`src/rtl/fifo_link_pkg.sv`:
```
// rtl/fifo_link_pkg.sv - shared types and helpers for the credit-based FIFO link
//
// Purpose: link FSM state encoding and the credit counter width helper used by
//          fifo_credit_tx and fifo_credit_ctr.
// Ports:   none (package).
package fifo_link_pkg;

  typedef enum logic [1:0] {
    RUN   = 2'd0,
    DRAIN = 2'd1,
    DONE  = 2'd2
  } link_state_t;

  // The credit count spans 0..2**idx inclusive, so it needs one more bit than the slot index.
  function automatic int credit_width(input int idx);
    return idx + 1;
  endfunction

endpackage

```
`src/rtl/fifo_credit_ctr.sv`:
```
// rtl/fifo_credit_ctr.sv - saturating up/down credit counter with sticky overflow flag
//
// Purpose: holds the number of free remote FIFO slots. Resets to full (2**IDX).
// Ports:
//   clk, rst      clock, asynchronous active-high reset
//   i_dec         one credit consumed this cycle (a beat was sent)
//   i_inc         one credit returned this cycle (remote pop)
//   o_count       current credit count, 0..2**IDX
//   o_overflow    sticky: a return arrived while already full
module fifo_credit_ctr
  import fifo_link_pkg::*;
#(
  parameter int IDX = 2
) (
  input  logic                        clk,
  input  logic                        rst,
  input  logic                        i_dec,
  input  logic                        i_inc,
  output logic [credit_width(IDX)-1:0] o_count,
  output logic                        o_overflow
);

  localparam int                CW     = credit_width(IDX);
  localparam logic [CW-1:0]     LP_MAX = CW'(2 ** IDX);

  logic [CW-1:0] r_count;
  logic          r_overflow;
  logic [CW-1:0] w_next;
  logic          w_ovf;

  // Simultaneous inc and dec cancel. Both ends saturate; only the top end is an error,
  // since the bottom end is unreachable while the sender respects in_rdy.
  always_comb begin
    w_next = r_count;
    w_ovf  = 1'b0;
    if (i_inc && !i_dec) begin
      if (r_count == LP_MAX) w_ovf = 1'b1;
      else                   w_next = r_count + CW'(1);
    end else if (i_dec && !i_inc) begin
      if (r_count != '0)     w_next = r_count - CW'(1);
    end
  end

  always_ff @(posedge clk or posedge rst) begin
    if (rst) begin
      r_count    <= LP_MAX;
      r_overflow <= 1'b0;
    end else begin
      r_count    <= w_next;
      r_overflow <= r_overflow | w_ovf;
    end
  end

  assign o_count    = r_count;
  assign o_overflow = r_overflow;

endmodule

```
`src/rtl/fifo_credit_tx.sv`:
```
// rtl/fifo_credit_tx.sv - transmit end of a credit-based link into a remote receive FIFO
//
// Purpose: accepts a val/rdy stream, forwards each beat one cycle later with its remote
//          slot index, and only sends while credits (free remote slots) remain. A flush
//          request stops intake and pulses flush_done once every credit is back.
// Ports:
//   clk, rst       clock, asynchronous active-high reset
//   in_val/in_rdy  upstream handshake, in_data upstream data
//   out_val        registered beat valid, out_data beat data, out_seq remote slot index
//   credit_ret     one credit returned this cycle
//   flush_req      pulse: stop accepting and wait for all credits
//   flush_done     one-cycle pulse when the link is drained
//   credits        current credit count
//   err_overflow   sticky: credit returned while already full
module fifo_credit_tx
  import fifo_link_pkg::*;
#(
  parameter int INFLIGHT_IDX = 2,
  parameter int SIZE         = 4
) (
  input  logic                                 clk,
  input  logic                                 rst,
  input  logic                                 in_val,
  output logic                                 in_rdy,
  input  logic [SIZE-1:0]                      in_data,
  output logic                                 out_val,
  output logic [SIZE-1:0]                      out_data,
  output logic [INFLIGHT_IDX-1:0]              out_seq,
  input  logic                                 credit_ret,
  input  logic                                 flush_req,
  output logic                                 flush_done,
  output logic [credit_width(INFLIGHT_IDX)-1:0] credits,
  output logic                                 err_overflow
);

  localparam int            CW     = credit_width(INFLIGHT_IDX);
  localparam logic [CW-1:0] LP_MAX = CW'(2 ** INFLIGHT_IDX);

  link_state_t             r_state;
  link_state_t             w_state_next;
  logic                    r_out_val;
  logic [SIZE-1:0]         r_out_data;
  logic [INFLIGHT_IDX-1:0] r_out_seq;
  logic [INFLIGHT_IDX-1:0] r_seq_ctr;
  logic                    w_send;
  logic                    w_rdy;

  // flush_req blocks a send in its own cycle, so it feeds in_rdy directly; in_val never does.
  assign w_rdy  = (r_state == RUN) && (credits != '0) && !flush_req;
  assign w_send = in_val && w_rdy;

  fifo_credit_ctr #(
    .IDX (INFLIGHT_IDX)
  ) u_ctr (
    .clk        (clk),
    .rst        (rst),
    .i_dec      (w_send),
    .i_inc      (credit_ret),
    .o_count    (credits),
    .o_overflow (err_overflow)
  );

  always_ff @(posedge clk or posedge rst) begin
    if (rst) r_state <= RUN;
    else     r_state <= w_state_next;
  end

  // Drained means every remote slot is free and no beat is still on the wire.
  always_comb begin
    w_state_next = r_state;
    case (r_state)
      RUN:     if (flush_req) w_state_next = DRAIN;
      DRAIN:   if ((credits == LP_MAX) && !r_out_val) w_state_next = DONE;
      DONE:    w_state_next = RUN;
      default: w_state_next = RUN;
    endcase
  end

  // Sequence counter width equals the slot index, so it wraps mod INFLIGHT naturally.
  always_ff @(posedge clk or posedge rst) begin
    if (rst) begin
      r_out_val  <= 1'b0;
      r_out_data <= '0;
      r_out_seq  <= '0;
      r_seq_ctr  <= '0;
    end else begin
      r_out_val <= w_send;
      if (w_send) begin
        r_out_data <= in_data;
        r_out_seq  <= r_seq_ctr;
        r_seq_ctr  <= r_seq_ctr + 1'b1;
      end
    end
  end

  assign in_rdy     = w_rdy;
  assign out_val    = r_out_val;
  assign out_data   = r_out_data;
  assign out_seq    = r_out_seq;
  assign flush_done = (r_state == DONE);

endmodule
```
`config.mk`:
```
export PLATFORM = sky130hd
export DESIGN_NAME = fifo_credit_tx
export DESIGN_NICKNAME = d
export VERILOG_FILES = /design/src/rtl/fifo_link_pkg.sv /design/src/rtl/fifo_credit_ctr.sv /design/src/rtl/fifo_credit_tx.sv
export SDC_FILE = /design/constraint.sdc
export NUM_CORES = 1
export LEC_CHECK = 0
export CORE_UTILIZATION = 35
export DETAILED_ROUTE_END_ITERATION = 10
export GPL_TIMING_DRIVEN = 0
export PLACE_DENSITY = 0.62
export SETUP_SLACK_MARGIN = 0.2
export SLEW_MARGIN = 40
export SYNTH_ARGS = -nofsm -noshare
export SYNTH_HDL_FRONTEND = slang
export SYNTH_SLANG_ARGS = --single-unit
```
`constraint.sdc`:
```
create_clock -name clk -period 2.2 [get_ports clk]
set_input_delay 0.33 -clock clk [delete_from_list [all_inputs] [get_ports clk]]
set_output_delay 0.33 -clock clk [all_outputs]
set_load 0.01 [all_outputs]
```
# --- Yosys cells after proc, flatten, opt, wreduce, memory -nomap -nowiden ---
# Index checks and enable logic that the tools add are counted.
classes:
  reduce_logical: 16
  eq_ne: 6
  n_mux: 9
  addsub: 3
  bitwise: 1
op_table:
  columns: ["operator", "count"]
  rows:
  - ["$mux 3", 4]
  - ["$logic_and 1x1->1", 6]
  - ["$ne 2x2->1 const B", 3]
  - ["$logic_not 1->1", 4]
  - ["$mux 2", 2]
  - ["$pmux 2 s2", 1]
  - ["$reduce_bool 2->1", 2]
  - ["$add 3x1->3 const B", 1]
  - ["$eq 3x3->1 const B", 1]
  - ["$reduce_and 3->1", 1]
  - ["$reduce_bool 3->1", 1]
  - ["$sub 3x1->3 const B", 1]
  - ["$add 2x1->2 const B", 1]
  - ["$eq 2x1->1 const B", 1]
  - ["$eq 2x2->1 const B", 1]
  - ["$logic_not 2->1", 1]
  - ["$mux 1", 2]
  - ["$reduce_and 2->1", 1]
  - ["$or 1x1->1", 1]
totals:
  regBits: 15
  wordCells: 42
  inputBits: 9

# --- Longest topological paths before layout ---
# Gate-level depths: netlist (run 1).
logic_depth:
  ltp_word: 8
  depth_mapped: 7

# --- Hierarchy ---
# From an unflattened synthesis (run 1), not the netlist that was laid out.
hier_totals:
  hier_cells: 56
  area_unflattened_um2: 714.4
by_module_without_submodules:
  columns: ["mod", "instances", "area_per_inst_um2", "seq_area_each_um2", "cells_each"]
  rows:
  - ["fifo_credit_tx", 1, 476.7, 275.3, 33]
  - ["fifo_credit_ctr", 1, 237.7, 101.3, 23]

# --- Least setup slack after synthesis (run 1) ---
# OpenSTA, ideal clock, no wires.
synth_path:
  kind: "reg2reg"
  from: "reg u_ctr.r_count[1], in the netlist u_ctr.o_count[1]"
  to: "reg u_ctr.r_count[2], in the netlist u_ctr.o_count[2]"
  stages_incl_launch_ff: 8
  arrival_time_ns: 1.769
  setup_slack_ns: 0.355
  setup_time_ns: 0.075
  t_required_ns: 2.125
  cell_sequence: "dfrtp_1 nor3_1 nand3b_4 nand2_1 fa_1 and3_1 mux2i_1 xnor2_1"
synth_between:
  elab_chain_cells: 8
  word_cells_on_any_way: 18
  classes_between: "2 x add/sub; 2 x eq/ne; 4 x mux; 10 x reduce/logical"
synth_rtl:
  columns: ["element", "line_no", "text"]
  rows:
  - ["start: declaration", "fifo_credit_ctr.sv:26", "logic [CW-1:0] r_count;"]
  - ["start signal: assignment", "fifo_credit_ctr.sv:49", "r_count <= w_next;"]
  - ["$reduce_bool 3->1", "fifo_credit_ctr.sv:40, fifo_credit_tx.sv:49", null]
  - ["$logic_and 1x1->1 (2 in series)", "fifo_credit_tx.sv:49", "assign w_rdy = (r_state == RUN) && (credits != '0) && !flush_req;"]
  - ["$logic_and 1x1->1", "fifo_credit_tx.sv:50", "assign w_send = in_val && w_rdy;"]
  - ["$logic_not 1->1", "fifo_credit_ctr.sv:36", "if (i_inc && !i_dec) begin"]
  - ["$logic_and 1x1->1", "fifo_credit_ctr.sv:36", null]
  - ["$ne 2x2->1 (no line) / $reduce_bool 2->1 (equally long branches)", null, null]
  - ["$reduce_and 3->1 (no line)", null, null]
# Parallel ways exist; a longest one is shown, timed or not. The select of a mux whose other input is x is not followed.
# A chain may end at the register's enable or synchronous reset.

# --- Worst setup path in the final report (run 1) ---
layout_path:
  from: "reg r_state[1]"
  to: "out flush_done"
layout_between:
  elab_chain_cells: 1
layout_rtl:
  columns: ["element", "line_no", "text"]
  rows:
  - ["start: declaration", "fifo_credit_tx.sv:39", "link_state_t r_state;"]
  - ["start signal: assignment", "fifo_credit_tx.sv:65", "else r_state <= w_state_next;"]
  - ["$eq 2x2->1", "fifo_credit_tx.sv:100", "assign flush_done = (r_state == DONE);"]
  - ["end: declaration", "fifo_credit_tx.sv:31", "output logic flush_done,"]
# Every way passes these cells.

==> impl_metrics.toml, run 1 <==
[pwr]
pwr_density_cell_mw_per_mm2 = 1258
total_power_uw = 1260
cellLeakagePower_uw = 0.0005064
peakVddDrop_uv = 560.7

[clock_tree]
cts_root_buf = "clkbuf_4"
clk_pin_slew_worst_paths_ns = 0.09
cts_made_buffers = 3
htree_levels = 1
cts.sinks = 15
clock_latency_ns = 0.28
cts_hold_buf = 0
clockBufferDepth = 2
cts_tree = "built"

[synthesis]
yosys-top-cells-area = "dfrtp_1 53%, nand2_1 9.7%, dfstp_2 4.0%"
ys_seq_area_frac = 0.5712
yosys-top-cells-count = "17 x nand2_1, 14 x dfrtp_1"
synth_fp_nets = 67
synth_seq_cells = 15
synth.distinct_cells = 22
yosysMostFrequentCell = "nand2_1"
ys_warn_count = 0
ys.flop_type = "dfrtp_1"
synth-edff-count = 0
syn_area_um2 = 659.4
synth_top_area_share = 0.5313
syn_area_per_cell_um2 = 11.57
yosys.area.top_type = "dfrtp_1"
synth_async_sr_flop_share = 1.000
syn_inst = 57

[layout]
n_fill_cell = 156
area_growth_pct = 51.80
nNetsFinal = 101
final_core_util = 0.5735
insertedDiodeCount = 0
drive_gt1_frac = 0.2556

[outcome]
status = "finished clean"

[sta]
slew_violations = 0
min_period_ns = 1.827
min_period_over_period = 0.8303
setup_viol = 0
fin_skew_ns = 0.006747
fmax_mhz = 547.4
rsz0062_at_grt = "no"
hold_slack_ns = 0.3990
worst_pin_slew_ns = 0.5716
slew_headroom = 0.6185
hold_violations = 0
final.setup.tns_ns = 0

[setup_path]
cp-start-kind = "flop"
crit_type = "flop to primary output"
critPathRequiredTime_ns = 1.87
reg2reg_depth = 7
reg2reg_to = "u_ctr.o_count[2]"
r2r_slack_ns = 0.38
crit_arrival_ns = 1.50
critPathMaxFanout = 3
r2r_start = "u_ctr.o_count[1]"
cp-end-kind = "primary output"

[die]
io_pins = 22
rows = 15
fp.dieArea_mm2 = 0.002062
fp.dieH_um = 45.41
start_util = 0.3778
fp.dieW_um = 45.41
core_area_mm2 = 0.001745

[place]
port_buffers = 21
post-dp-hpwl_um = 875
place.gp.congestion = 0.6326

[route]
drc = 0
drt_iter0_markers = 3
post_drt_wl_per_cell_um = 11.22
ant_nets = 0
first_pass_iters = 2
drt-total-wl_um = 1290
vias_per_cell = 4.278
via_count = 492

[global_routing]
overflow = 0
grt_pass1_wl_um = 1973
track_usage = 0.1389
grt_max_degree = 16
antenna_found_initial = 0
grt_pass1_vias = 455

[hold_path]
hp-class = "input pin to asynchronous set/reset pin"

[flow_run]
drv_cap = 0
layout by cell type (no fill, tap or decap), drive strengths merged:
cell / instances
inv: 2
clkbuf: 3
nand2: 17
nor2: 2
clkdlybuf4s50: 19
nor2b: 1
clkinv: 1
mux2: 1
dfstp: 1
and2b: 2
nor3b: 1
mux2i: 2
buf: 8
or3b: 1
and3: 1
nand3b: 1
xnor2: 2
and2: 1
o21bai: 1
a21o: 1
nor3: 3
xor2: 2
fa: 1
dlymetal6s2s: 2
dfrtp: 14
what timing repair did:
action / in CTS / in global routing
pin swaps: 1 / 0
setup buffers: 2 / 6
resized for setup: 1 / 4
setup endpoints to repair: 2 / 3
cells by family after synthesis:
family	after synthesis	synth area share
xor+xnor	4	0.05314
buf+inv	2	0.01137
fa+ha+maj	1	0.03036
simple gates	30	0.2619
flops	15	0.5712
compound gates	2	0.02467
mux	3	0.04744
worst max path at each step:
stage | from | slack [ns] | end
2_1_floorplan | u_ctr.o_count[1] | 0.36 | u_ctr.o_count[2]
3_3_place_gp | flush_req | -0.02 | u_ctr.o_count[1]
3_5_place_dp | flush_req | -0.03 | u_ctr.o_count[1]
4_1_cts | u_ctr.o_count[2] | 0.21 | in_rdy
5_1_grt | u_ctr.o_count[1] | 0.24 | u_ctr.o_count[2]
6_report | r_state[1] | 0.37 | flush_done
registers in the layout, summed over array words and instances, names as in the netlist:
signal	flops
out_data	4
out_seq	2
out_val	1
r_state	2
u_ctr.o_count	3
r_seq_ctr	2
u_ctr.o_overflow	1
layer usage:
layer | global-route usage | part of all wire | vias up
li1 | - | - | 249
met1 | 0.1807 | 0.49 | 227
met2 | 0.2114 | 0.46 | 12
met3 | 0.02381 | 0.034 | 4
met4 | 0.09091 | 0.017 | 0
met5 | 0 | 0 | -
stage by stage:
| step | instance area [um^2] | setup WS [ns] | cells |
|---|---|---|---|
| 6_report | 1001 | 0.3733 | 115 |
| 5_1_grt | 1001 | 0.2354 | 115 |
| 4_1_cts | 948.4 | 0.2077 | 109 |
| 3_5_place_dp | 900.9 | -0.02733 | 103 |
| 3_3_place_gp | 900.9 | -0.01614 | 103 |
| 2_1_floorplan | 659.4 | 0.3554 | 57 |
power breakdown:
part	total [uW]	internal, uW	switching [uW]	leakage, uW
Sequential	513	413	101	0.000179
Combinational	590	367	223	0.000310
Clock	156	67.5	88.3	0.0000177
worst max-delay path, cell delays in order, from the launching register on:
cell and delay, ns:
dfrtp_1 0.42, buf_4 0.15, and2b_2 0.17, clkdlybuf4s50_1 0.47
final cells by class:
| cell class | instances | area (um^2) | area share |
|---|---|---|---|
| Inverter | 2 | 7.507 | 0.007500 |
| Clock inverter | 1 | 5.005 | 0.005000 |
| Timing Repair Buffer | 29 | 275.3 | 0.2750 |
| Multi-Input combinational cell | 40 | 280.3 | 0.2800 |
| Tap cell | 25 | 31.28 | 0.03125 |
| Clock buffer | 3 | 22.52 | 0.02250 |
| Sequential cell | 15 | 379.1 | 0.3788 |
Note: power is estimated with default switching activity, not from simulation.
==> inputs of run 2 (changes only) <==
--- a/config.mk
+++ b/config.mk
@@ -8,7 +8,7 @@
 export CORE_UTILIZATION = 35
 export DETAILED_ROUTE_END_ITERATION = 10
 export GPL_TIMING_DRIVEN = 0
-export PLACE_DENSITY = 0.62
+export PLACE_DENSITY = 0.64
 export SETUP_SLACK_MARGIN = 0.2
 export SLEW_MARGIN = 40
 export SYNTH_ARGS = -nofsm -noshare
==> constraint.sdc (replaced) <==
create_clock -name clk -period 1.5 [get_ports clk]
set_input_delay 0.225 -clock clk [delete_from_list [all_inputs] [get_ports clk]]
set_output_delay 0.225 -clock clk [all_outputs]
set_load 0.01 [all_outputs]
==> run 2 against run 1 <==
Compared with the run above: the flow now finishes with violations (negative setup slack); sequential share of layout area fell by 2.4 points; non-clock buffer count rose by 4; via count rose by 4.9%; setup slack got worse by 0.57 ns; power rose by 57%; global-route usage rose by 1.9 points; critical path type is now flop to flop; critical endpoint is now u_ctr.o_count[2].
==> impl_metrics.toml, run 2 (synthesized netlist as in run 1, its figures left out) <==
[setup_path]
critPathRequiredTime_ns = 1.70
endpoint = "u_ctr.o_count[2]"
critPathLaunch = "u_ctr.o_count[0]"
cp_slowest_cell = "dfrtp_2"
crit_arrival_ns = 1.90
r2r_slack_ns = -0.20
crit_type = "flop to flop"
cp-end-kind = "flop"
reg2reg_to = "u_ctr.o_count[2]"
reg2reg_depth = 7
critPathMaxFanout = 2
cp-start-kind = "flop"
crit_path_max_incr_delay_ns = 0.42
cp_cell_sequence = "nor3_2 -> nand3b_4 -> nand2_4 -> fa_2 -> and3_4 -> mux2i_2 -> xnor2_1"
r2r_start = "u_ctr.o_count[0]"

[die]
fp.dieW_um = 45.41
fp.dieArea_mm2 = 0.002062
io_pins = 22
start_util = 0.3778
rows = 15
core_area_mm2 = 0.001745
fp.dieH_um = 45.41

[clock_tree]
cts.sinks = 15
cts_tree = "built"
cts_made_buffers = 3
clock_latency_ns = 0.27
htree_levels = 1
cts_root_buf = "clkbuf_4"
cts_hold_buf = 0
clk_pin_slew_worst_paths_ns = 0.09
clockBufferDepth = 2

[pwr]
power.switching_uw = 656.0
pwr_density_cell_mw_per_mm2 = 1853
p_clk_frac = 0.112
peakVddDrop_uv = 723.5
total_power_uw = 1978
combPwrFrac = 0.522
p_int_uw = 1322
cellLeakagePower_uw = 0.0005323
seqPwrFrac = 0.366
swShare = 0.3317

[route]
drc = 0
post_drt_wl_per_cell_um = 11.45
via_count = 516
drt-total-wl_um = 1362
vias_per_cell = 4.336
first_pass_iters = 4
drt_iter0_markers = 7
ant_nets = 0

[outcome]
violations = "negative setup slack"
status = "finished, violations left"

[layout]
largest_reg_flops = 4
area_growth_pct = 61.86
nNetsFinal = 105
mostFrequentLayoutCells = "15 x nand2_1, 12 x dfrtp_1, 8 x clkdlybuf4s50_1, 8 x dlygate4sd2_1, 8 x buf_4"
final_core_util = 0.6115
insertedDiodeCount = 0
final_common_cell = "nand2_1"
drive_gt1_frac = 0.4362

[global_routing]
track_usage = 0.1578
grt_max_degree = 16
grt_pass1_vias = 482
grtUsageMet1 = 0.2324
antenna_found_initial = 0
top_usage_layer = "met1"
grt_pass1_wl_um = 2283
overflow = 0
use_met3 = 0.03571
grtUsageMet2 = 0.2286

[sta]
setup_viol = 5
slew_headroom = 0.6264
hold_slack_ns = 0.2923
worst_pin_slew_ns = 0.5598
slew_violations = 0
min_period_over_period = 1.133
min_period_ns = 1.700
fmax_mhz = 588.4
fin_skew_ns = 0.004913
setup_slack_ns = -0.1996
rsz0062_at_grt = "yes"
final.setup.tns_ns = -0.6252
hold_violations = 0

[flow_run]
drv_cap = 0

[place]
post-dp-hpwl_um = 820.5
place_ws_ns = -0.5777
place.gp.congestion = 0.6727
port_buffers = 21

[hold_path]
hp-class = "input pin to asynchronous set/reset pin"
## run 2: cell types whose count changed in the layout (fill, tap and decap cells not counted), sizes merged
cell,previous run,this run
buf,8,16
clkinv,1,0
dlygate4sd2,0,8
clkdlybuf4s50,19,8
dlymetal6s2s,2,0
clkbuf,3,5
## run 2: area by class of cell
| cell class | instances | area, um^2 |
|---|---|---|
| clock buffer | 4 | 26.28 |
| fill | 149 | 678.2 |
| inverter | 2 | 12.51 |
| multi-input combinational | 40 | 319.1 |
| sequential | 15 | 379.1 |
| tap | 25 | 31.28 |
| timing repair buffer | 33 | 299.0 |
## run 2: repair_timing
item	4_1_cts	5_1_grt
endpoints found under the setup margin	20	18
resized for setup	33	11
setup buffers	9	3
endpoints found under the hold margin	0	0
pin swaps	3	4
## run 2: how the worst min path moves through the flow
stage,start,endpoint,slack [ns],depth (start not counted)
floorplan,rst,out_data[0],0.13,1
global placement,out_data[0],out_data[0],0.46,2
detailed placement,r_seq_ctr[0],r_seq_ctr[0],0.46,1
CTS,rst,out_seq[0],0.32,2
global route,rst,out_seq[0],0.35,2
finish,rst,out_data[0],0.29,2
## run 2: power groups by stage
stage / sequential (uW) / clock [uW] / combinational (uW)
final: 724 / 222 / 1030
after CTS: 722 / 230 / 926
after floorplan: 821 / 0 / 360
after global placement: 771 / 0 / 774
after global routing: 752 / 249 / 1130
after detailed placement: 777 / 0 / 790
## run 2: metrics by stage
stage / std cells / cell area (um^2)
floorplan: 57 / 679.4
global placement: 103 / 920.9
detailed placement: 103 / 920.9
CTS: 116 / 1022
global route: 119 / 1067
finish: 119 / 1067
## run 2: routing by layer
metal,wire [um],share of wire
met1,637,0.47
met2,621,0.46
met3,87,0.064
met4,15,0.011
met5,0,0
## run 2: critical path: cells and delay by family (launching register included)
family        cells  cell delay [ns]
mux               1             0.15
xor+xnor          1             0.13
fa+ha+maj         1             0.36
flops             1             0.42
simple gates      4             0.57
